`src/rtl/reg_pkg.sv`:
```
`default_nettype none
// ============================================================================
// reg_pkg : register-file geometry, index/word types and helpers
// Revision: 1.0
// ============================================================================
package reg_pkg;

   localparam int NREG   = 32;
   localparam int REG_W  = 5;
   localparam int DATA_W = 32;

   typedef logic [REG_W-1:0]  reg_idx_t;
   typedef logic [DATA_W-1:0] word_t;

   localparam reg_idx_t REG_ZERO = '0;

   function automatic logic [NREG-1:0] reg_onehot(input reg_idx_t idx);
      return NREG'(1) << idx;
   endfunction

endpackage
`default_nettype wire

```
`src/rtl/arbitro_writeback_rr_arbiter.sv`:
```
`default_nettype none
// ============================================================================
// rr_arbiter : combinational round-robin grant with registered search pointer
// Revision: 1.0
// ============================================================================
module rr_arbiter #(
   parameter int N = 3
) (
   input  logic         clock,
   input  logic         reset,
   input  logic [N-1:0] req,
   input  logic         advance,
   output logic [N-1:0] grant
);

   localparam int PTR_W = (N > 1) ? $clog2(N) : 1;

   logic [PTR_W-1:0] ptr_q;
   logic [PTR_W-1:0] ptr_d;
   logic [PTR_W-1:0] winner;
   logic [PTR_W-1:0] cand;
   logic [PTR_W:0]   sum;
   logic             found;

   // Walk the requesters starting at the pointer; the first valid one wins.
   always_comb begin
      grant  = '0;
      winner = ptr_q;
      found  = 1'b0;
      sum    = '0;
      cand   = '0;
      for (int k = 0; k < N; k++) begin
         sum = {1'b0, ptr_q} + (PTR_W+1)'(k);
         if (sum >= (PTR_W+1)'(N)) begin
            sum = sum - (PTR_W+1)'(N);
         end
         cand = sum[PTR_W-1:0];
         if (!found && req[cand]) begin
            found  = 1'b1;
            winner = cand;
         end
      end
      if (found && !reset) begin
         grant[winner] = 1'b1;
      end
   end

   always_comb begin
      ptr_d = ptr_q;
      if (advance) begin
         ptr_d = (winner == PTR_W'(N-1)) ? '0 : winner + PTR_W'(1);
      end
   end

   always_ff @(posedge clock) begin
      if (reset) begin
         ptr_q <= '0;
      end else begin
         ptr_q <= ptr_d;
      end
   end

endmodule
`default_nettype wire

```
`src/rtl/arbitro_writeback.sv`:
```
`default_nettype none
// ============================================================================
// arbitro_writeback : register-file write-port arbiter with RAW scoreboard
// Optional macro WB_BYPASS_EN adds the byp_valid/byp_rd/byp_data forwarding port.
// Revision: 1.0
// ============================================================================
module arbitro_writeback #(
   parameter int NREQ   = 3,
   parameter int DATA_W = 32,
   parameter int REG_W  = 5
) (
   input  logic                   clock,
   input  logic                   reset,
   input  logic [NREQ-1:0]        req_valid,
   input  logic [NREQ*REG_W-1:0]  req_rd,
   input  logic [NREQ*DATA_W-1:0] req_data,
   output logic [NREQ-1:0]        req_ready,
   input  logic                   reserve_valid,
   input  logic [REG_W-1:0]       reserve_rd,
   output logic [31:0]            pending,
   output logic                   regWrite,
   output logic [REG_W-1:0]       RD,
   output logic [DATA_W-1:0]      dadosEscrita
`ifdef WB_BYPASS_EN
   ,
   output logic                   byp_valid,
   output logic [REG_W-1:0]       byp_rd,
   output logic [DATA_W-1:0]      byp_data
`endif
);

   import reg_pkg::*;

   logic [NREQ-1:0]   grant;
   logic              accept;
   logic [REG_W-1:0]  sel_rd;
   logic [DATA_W-1:0] sel_data;

   logic              reg_write_d, reg_write_q;
   logic [REG_W-1:0]  rd_d, rd_q;
   logic [DATA_W-1:0] data_d, data_q;
   logic [NREG-1:0]   pending_d, pending_q;

   rr_arbiter #(
      .N (NREQ)
   ) u_rr_arbiter (
      .clock   (clock),
      .reset   (reset),
      .req     (req_valid),
      .advance (accept),
      .grant   (grant)
   );

   assign req_ready = grant;
   assign accept    = |(req_valid & grant);

   // Grant is one-hot, so OR-ing the gated slices selects the winner.
   always_comb begin
      sel_rd   = '0;
      sel_data = '0;
      for (int i = 0; i < NREQ; i++) begin
         if (grant[i]) begin
            sel_rd   = sel_rd   | req_rd[i*REG_W +: REG_W];
            sel_data = sel_data | req_data[i*DATA_W +: DATA_W];
         end
      end
   end

   // Clear on retire first, then set on reserve so the newer owner wins.
   always_comb begin
      reg_write_d = accept && (sel_rd != REG_ZERO);
      rd_d        = accept ? sel_rd   : rd_q;
      data_d      = accept ? sel_data : data_q;
      pending_d   = pending_q;
      if (accept) begin
         pending_d = pending_d & ~reg_onehot(reg_idx_t'(sel_rd));
      end
      if (reserve_valid && (reserve_rd != REG_ZERO)) begin
         pending_d = pending_d | reg_onehot(reg_idx_t'(reserve_rd));
      end
      pending_d[0] = 1'b0;
   end

   always_ff @(posedge clock) begin
      if (reset) begin
         reg_write_q <= 1'b0;
         rd_q        <= '0;
         data_q      <= '0;
         pending_q   <= '0;
      end else begin
         reg_write_q <= reg_write_d;
         rd_q        <= rd_d;
         data_q      <= data_d;
         pending_q   <= pending_d;
      end
   end

   assign regWrite     = reg_write_q;
   assign RD           = rd_q;
   assign dadosEscrita = data_q;
   assign pending      = pending_q;

`ifdef WB_BYPASS_EN
   assign byp_valid = reg_write_q;
   assign byp_rd    = rd_q;
   assign byp_data  = data_q;
`endif

endmodule
`default_nettype wire

```
`config.mk`:
```
export PLATFORM = sky130hd
export DESIGN_NAME = arbitro_writeback
export DESIGN_NICKNAME = d
export VERILOG_FILES = /design/src/rtl/reg_pkg.sv /design/src/rtl/arbitro_writeback_rr_arbiter.sv /design/src/rtl/arbitro_writeback.sv
export SDC_FILE = /design/constraint.sdc
export NUM_CORES = 1
export LEC_CHECK = 0
export BUFFER_PORTS_ARGS = -buffer_cell sky130_fd_sc_hd__buf_2
export CORE_MARGIN = 2
export CORE_UTILIZATION = 45
export DETAILED_ROUTE_END_ITERATION = 16
export GPL_TIMING_DRIVEN = 1
export PLACE_DENSITY = 0.91
export SYNTH_ARGS = -nofsm -noshare
export SYNTH_HDL_FRONTEND = slang
export SYNTH_SLANG_ARGS = --single-unit
```
`constraint.sdc`:
```
create_clock -name clock -period 3.7 [get_ports clock]
set_input_delay 0.37 -clock clock [delete_from_list [all_inputs] [get_ports clock]]
set_output_delay 0.37 -clock clock [all_outputs]
set_load 0.03 [all_outputs]
```
Word level (Yosys, flattened, before mapping)
Cells that the tools add are included.
{"block": "totals", "ff_bits": 72, "in_bits": 122, "out_inout_bits": 73, "word_cells": 70}
{"block": "classes", "add_sub_neg": 6, "magnitude_cmp": 8, "n_eq_ne": 1, "n_shift": 2, "mux": 27, "bitwise": 8, "reduce_logical": 12}
{"op": "32-bit 2-to-1 mux", "count": 5}
{"op": "32-bit OR", "count": 3}
{"op": "1-bit by 5-bit left shift with 32-bit output (first input constant)", "count": 2}
{"op": "32-bit bitwise AND", "count": 1}
{"op": "32-bit inverter", "count": 1}
{"op": "5-bit 2-to-1 mux", "count": 3}
{"op": "2-bit 2-to-1 mux", "count": 7}
{"op": "2-bit by 3-bit less-than comparator with 1-bit output (second input constant)", "count": 4}
{"op": "5-bit OR", "count": 2}
{"op": "5-bit nonzero test", "count": 2}
{"op": "1-bit 2-to-1 mux", "count": 7}
{"op": "1-bit binary-select mux with 2-bit select", "count": 3}
{"op": "3-bit by 2-bit greater-or-equal comparator with 1-bit output (second input constant)", "count": 2}
{"op": "1-bit logical AND", "count": 6}
{"op": "2-bit subtractor (second input constant)", "count": 3}
{"op": "2-bit by 1-bit adder with 3-bit output (second input constant)", "count": 1}
{"op": "2-bit by 2-bit adder with 3-bit output (second input constant)", "count": 1}
{"op": "3-bit bitwise AND", "count": 1}
{"op": "1-bit zero test", "count": 3}
{"op": "3-bit 2-to-1 mux", "count": 1}
{"op": "3-bit OR reduction", "count": 1}
{"op": "2-bit by 1-bit adder with 2-bit output (second input constant)", "count": 1}
{"op": "1-bit demux with 2-bit select", "count": 1}
{"op": "2-bit == test (second input constant)", "count": 1}
{"op": "2 further kinds", "count": 2}

Longest topological paths before layout
{"block": "logic_depth", "word_depth": 27, "mapped_depth": 13, "ltp_nobuf": 10}

By module
A second synthesis with hierarchy kept.
{"block": "unflattened", "cells_unflattened": 398, "hier_area_um2": 3628.5}
{"module": "arbitro_writeback", "n_inst": 1, "cells_each": 354, "area_each_um2": 3268.1, "seq_area_each_um2": 1381.3}
{"module": "rr_arbiter", "n_inst": 1, "cells_each": 44, "area_each_um2": 360.3, "seq_area_each_um2": 40.0}

Least setup slack after synthesis
OpenSTA, ideal clock, no wires.
{"block": "synth_timing", "path_type": "flip-flop to flip-flop", "startpoint": "register u_rr_arbiter.ptr_q[0]", "endpoint": "register data_q[24] (netlist: dadosEscrita[24])", "setup_time_ns": 0.078, "arrival_ns": 2.822, "required_time_ns": 3.622, "path_slack_ns": 0.800, "path_stages_with_launch": 13, "path_buffers": 3, "synth_period_minus_slack_ns": 2.900, "cell_sequence": "dfxtp_1 inv_1 ha_1 buf_6 mux2i_2 o21a_2 a41o_2 a211oi_2 buf_4 clkbuf_1 a221o_1 a21oi_1 nor3_1"}
{"block": "synth_via", "elab_cells_between_ends": 41, "cone_classes": "add/sub (5); order compare (5); mux (21); bitwise (3); reduce/logical (7)"}
{"element": "from (decl)", "line": "arbitro_writeback_rr_arbiter.sv:18", "rtl": "logic [PTR_W-1:0] ptr_q;"}
{"element": "from (signal assigned)", "line": "arbitro_writeback_rr_arbiter.sv:59", "rtl": "ptr_q <= ptr_d;"}
{"element": "branches (longest 15 deep; another with 2-bit by 1-bit adder with 3-bit output)"}
{"element": "3-bit 2-to-1 mux *", "line": "arbitro_writeback_rr_arbiter.sv:43", "rtl": "if (found && !reset) begin"}
{"element": "via req_ready[2]", "line": "arbitro_writeback.sv:17", "rtl": "output logic [NREQ-1:0] req_ready,"}
{"element": "3-bit bitwise AND", "line": "arbitro_writeback.sv:55", "rtl": "assign accept = |(req_valid & grant);"}
{"element": "3-bit OR reduction", "line": "arbitro_writeback.sv:55"}
{"element": "to (signal assigned)", "line": "arbitro_writeback.sv:93", "rtl": "data_q <= data_d;"}
{"element": "to (decl)", "line": "arbitro_writeback.sv:41", "rtl": "logic [DATA_W-1:0] data_d, data_q;"}
Mark *: on every way through the listed nets, which the timed path passes. The select of a mux whose other input is x is not followed.
A chain may end at the register's enable or synchronous reset.

Worst setup path in the final report
{"block": "layout_timing", "startpoint": "register u_rr_arbiter.ptr_q[0]", "endpoint": "output req_ready[0]"}
{"block": "layout_via", "elab_chain_cells": 16, "elab_cells_between_ends": 34, "cone_classes": "add/sub (5); order compare (5); mux (18); reduce/logical (6)"}
{"element": "branches (longest 15 deep; another with 2-bit by 1-bit adder with 3-bit output)"}
{"element": "3-bit 2-to-1 mux *", "line": "arbitro_writeback_rr_arbiter.sv:43"}
{"element": "to (decl)", "line": "arbitro_writeback.sv:17"}
Every way passes the cells marked *. The select of a mux whose other input is x is not followed.

==> impl_metrics.py <==
metrics = {
    "run_status": {
        "status": "complete, no violations",
    },
    "worst_setup_path": {
        "start_kind": "register",
        "crit_cells": 9,
        "path_delay_family": "simple AND/OR/NAND/NOR gates",
        "crit_fanout": 22,
        "ff2ff_path_depth": 11,
        "worstSetupPathType": "register to primary output",
        "end_kind": "primary output",
        "path_cells": "inv_1 -> ha_1 -> mux2i_1 -> o21ai_1 -> nor4_1 -> a21oi_2 -> nor2_4 -> buf_4 -> buf_2",
        "critPathSlowestCell": "nor4_1",
        "crit_path_max_incr_delay_ps": 490,
        "required_ps": 3330,
        "worstPathArrival_ps": 3080,
        "reg2reg_slack_ps": 310,
        "path_buf_inv": 3,
    },
    "layout": {
        "post-route-util_pct": 63.0,
        "area_growth_pct": 34.1,
        "layout.nets": 734,
        "drive_gt1_share_pct": 39.4,
    },
    "logic_synthesis": {
        "synth_enable_flop_cells": 0,
        "synth_ff_type": "dfxtp_1",
        "ys_warn_count": 0,
        "async_flop_share_pct": 0,
        "seq_area_frac_synth_pct": 38.8,
        "avgSynthCellArea_um2": 8.43,
        "synth_fp_nets": 560,
        "synth-seq-cells": 71,
        "synthTopCellsByArea": "dfxtp_1 39%, a21oi_1 9.8%, a221o_1 8.7%",
        "synthCells": 435,
        "syn-cell-area_um2": 3670,
        "synth_cell_types": 53,
        "synth.top_cell.area_share_pct": 38.8,
        "synth_top_area_cell": "dfxtp_1",
    },
    "cts": {
        "numCtsBuffers": 9,
        "insertion_delay_ps": 350,
        "holdBufCountCts": 0,
        "clk_pin_slew_worst_paths_ps": 80,
        "root_buffer": "clkbuf_8",
        "ctsLongestPathBuffers": 2,
        "clock-sinks": 71,
        "cts_tree": "built",
        "h-tree-depth": 3,
        "cts_setup_buffers": 0,
    },
    "routing": {
        "drtIter0Drc": 240,
        "vias_per_cell": 6.13,
        "wl_um": 13100,
        "wl_per_cell_um": 18.3,
        "post-route-drc-count": 0,
        "ant_nets": 0,
        "firstDrtPassIters": 5,
        "num_vias": 4396,
    },
    "pwr": {
        "p_int_mw": 2.20,
        "power_leakage_nw": 2.21,
        "switching_power_mw": 2.06,
        "ir_drop_uv": 394,
        "seqPwrFrac_pct": 23.9,
        "clkPwrFrac_pct": 17.7,
        "pwr-share-comb_pct": 58.4,
        "powerDensity_nw_per_um2": 867,
        "swShare_pct": 48.4,
    },
    "sta": {
        "layout_setup_ws_ps": 247,
        "fmax_mhz": 290,
        "tns_ps": 0,
        "maxSlewViolCount": 0,
        "layout_min_cycle_time_ps": 3450,
        "hold_violations": 0,
        "tightest_slew_ps": 979,
        "setup_viol": 0,
        "slew_headroom_pct": 34.6,
        "period_share_pct": 93.3,
        "skew_ps": 8.11,
        "rsz0062_at_grt": "no",
    },
    "global_route": {
        "grt_max_degree": 43,
        "antenna_found_initial": 1,
        "grt_pass1_wl_um": 19700,
        "grt_pass1_vias": 4094,
        "grt.total_usage_pct": 28.3,
        "grt_overflow": 0,
    },
    "placed_design": {
        "hpwl_um": 9830,
        "gp_congestion": 0.925,
        "dpl_worst_slack_ps": 339,
        "io_buffers": 193,
    },
    "floorplanning": {
        "die_h_um": 94.3,
        "rows": 32,
        "core_um2": 7810,
        "start_util_pct": 47.0,
        "pin_count": 195,
        "die_area_um2": 8880,
        "dieWidth_um": 94.3,
    },
    "min_path": {
        "holdPathStages": 3,
        "hold_path.class": "primary input to register",
    },
    "run": {
        "timing.max_cap.violations": 0,
    },
}
-- cell type report --
cell class              count  area (µm²)
diodes                      1        2.50
clock buffers               9         124
clock inverters             7         121
fillers                   698        2890
inverters                   5        18.8
multi-input cells         319        2060
flip-flops and latches     71        1420
well taps                 102         128
repair buffers            203        1040
-- cells in the mapped netlist, types with 4 or more instances --
| cell | instances |
|---|---|
| inv_1 | 5 |
| nand2_1 | 35 |
| buf_2 | 7 |
| clkbuf_1 | 26 |
| nand3b_1 | 4 |
| a22o_1 | 4 |
| a221o_1 | 32 |
| a311oi_1 | 18 |
| o41ai_1 | 9 |
| dfxtp_1 | 71 |
| nor2_1 | 44 |
| a21oi_1 | 72 |
| nor3_1 | 40 |
-- worst reg2reg max path, cell delays in order (launching register included) --
cell and delay (ps):
dfxtp_1 330, inv_1 110, ha_1 360, mux2i_1 350
o21ai_1 180, nor4_1 490, a21oi_2 140, nor2_4 230
buf_4 300, a21oi_2 180, nor3_1 430, a311oi_1 160
-- what timing repair did --
| action | CTS | global route |
|---|---|---|
| resized for setup | 0 | 1 |
| endpoints found under the setup margin | 0 | 1 |
| hold endpoints to repair | 0 | 0 |
-- power by group through the flow --
stage | logic (mW) | clock network (mW) | registers, mW
2_1_floorplan | 1.53 | 0 | 1.35
4_1_cts | 2.46 | 0.765 | 1.02
3_3_place_gp | 2.38 | 0 | 1.03
5_1_grt | 2.69 | 0.797 | 1.04
3_5_place_dp | 2.46 | 0 | 1.04
6_report | 2.49 | 0.757 | 1.02
-- per-stage QoR --
| step | total power [mW] | instance area (µm²) | std cells | hold WS, ps |
|---|---|---|---|---|
| 2_1_floorplan | 2.87 | 3670 | 435 | 522 |
| 3_3_place_gp | 3.41 | 4670 | 700 | 445 |
| 3_5_place_dp | 3.49 | 4670 | 700 | 453 |
| 4_1_cts | 4.25 | 4910 | 716 | 315 |
| 5_1_grt | 4.53 | 4910 | 716 | 318 |
| 6_report | 4.26 | 4920 | 717 | 321 |
-- layer usage --
metal	wire, µm	vias up	GRT usage [%]
met1	4810	2033	31.0
met3	1430	56	8.91
met5	0	-	0
li1	-	2017	-
met4	580	0	15.7
met2	6310	290	48.4
-- path summary, 6_finish.rpt --
check                        start         endpoint
max          u_rr_arbiter.ptr_q[0]     req_ready[0]
min                    req_data[6]  dadosEscrita[6]
max reg2reg  u_rr_arbiter.ptr_q[0]      pending[23]
min reg2reg                  RD[2]            RD[2]
-- flip-flops by register name, indices dropped and copies added (netlist names) --
| signal | count |
|---|---|
| RD | 5 |
| dadosEscrita | 32 |
| pending | 31 |
| regWrite | 1 |
| u_rr_arbiter.ptr_q | 2 |
-- cell families after synthesis --
group	after synthesis	share of synthesized area [%]
adder cells (fa/ha/maj)	3	1.02
AO/OA/AOI/OAI	166	34.2
AND/OR/NAND/NOR	145	19.1
other	1	0.102
flip-flops	71	38.8
buffers and inverters	45	5.56
multiplexers	4	1.19
-- cell usage in the layout, fill, tap and decap left out, types with 2 or more instances in the layout --
cell type,netlist,layout
a2111oi_0,2,2
a2111oi_2,2,2
a211oi_1,2,2
a211oi_2,3,2
a21o_1,3,2
a21oi_1,72,72
a21oi_2,2,2
a221o_1,32,32
a22o_1,4,4
a311oi_1,18,18
and3_1,2,2
and3b_1,3,3
buf_2,7,193
buf_4,3,10
bufinv_16,0,3
clkbuf_8,0,9
clkinv_4,0,3
dfxtp_1,71,71
ha_1,3,3
inv_1,5,5
mux2i_1,3,3
nand2_1,35,35
nand3b_1,4,4
nor2_1,44,44
nor3_1,40,39
nor3_2,1,2
nor3b_1,3,3
nor3b_2,3,3
nor4_1,2,2
nor4b_1,2,2
o21ai_1,3,3
o31ai_1,2,2
o41ai_1,9,9
(Power assumes the default switching activity.)
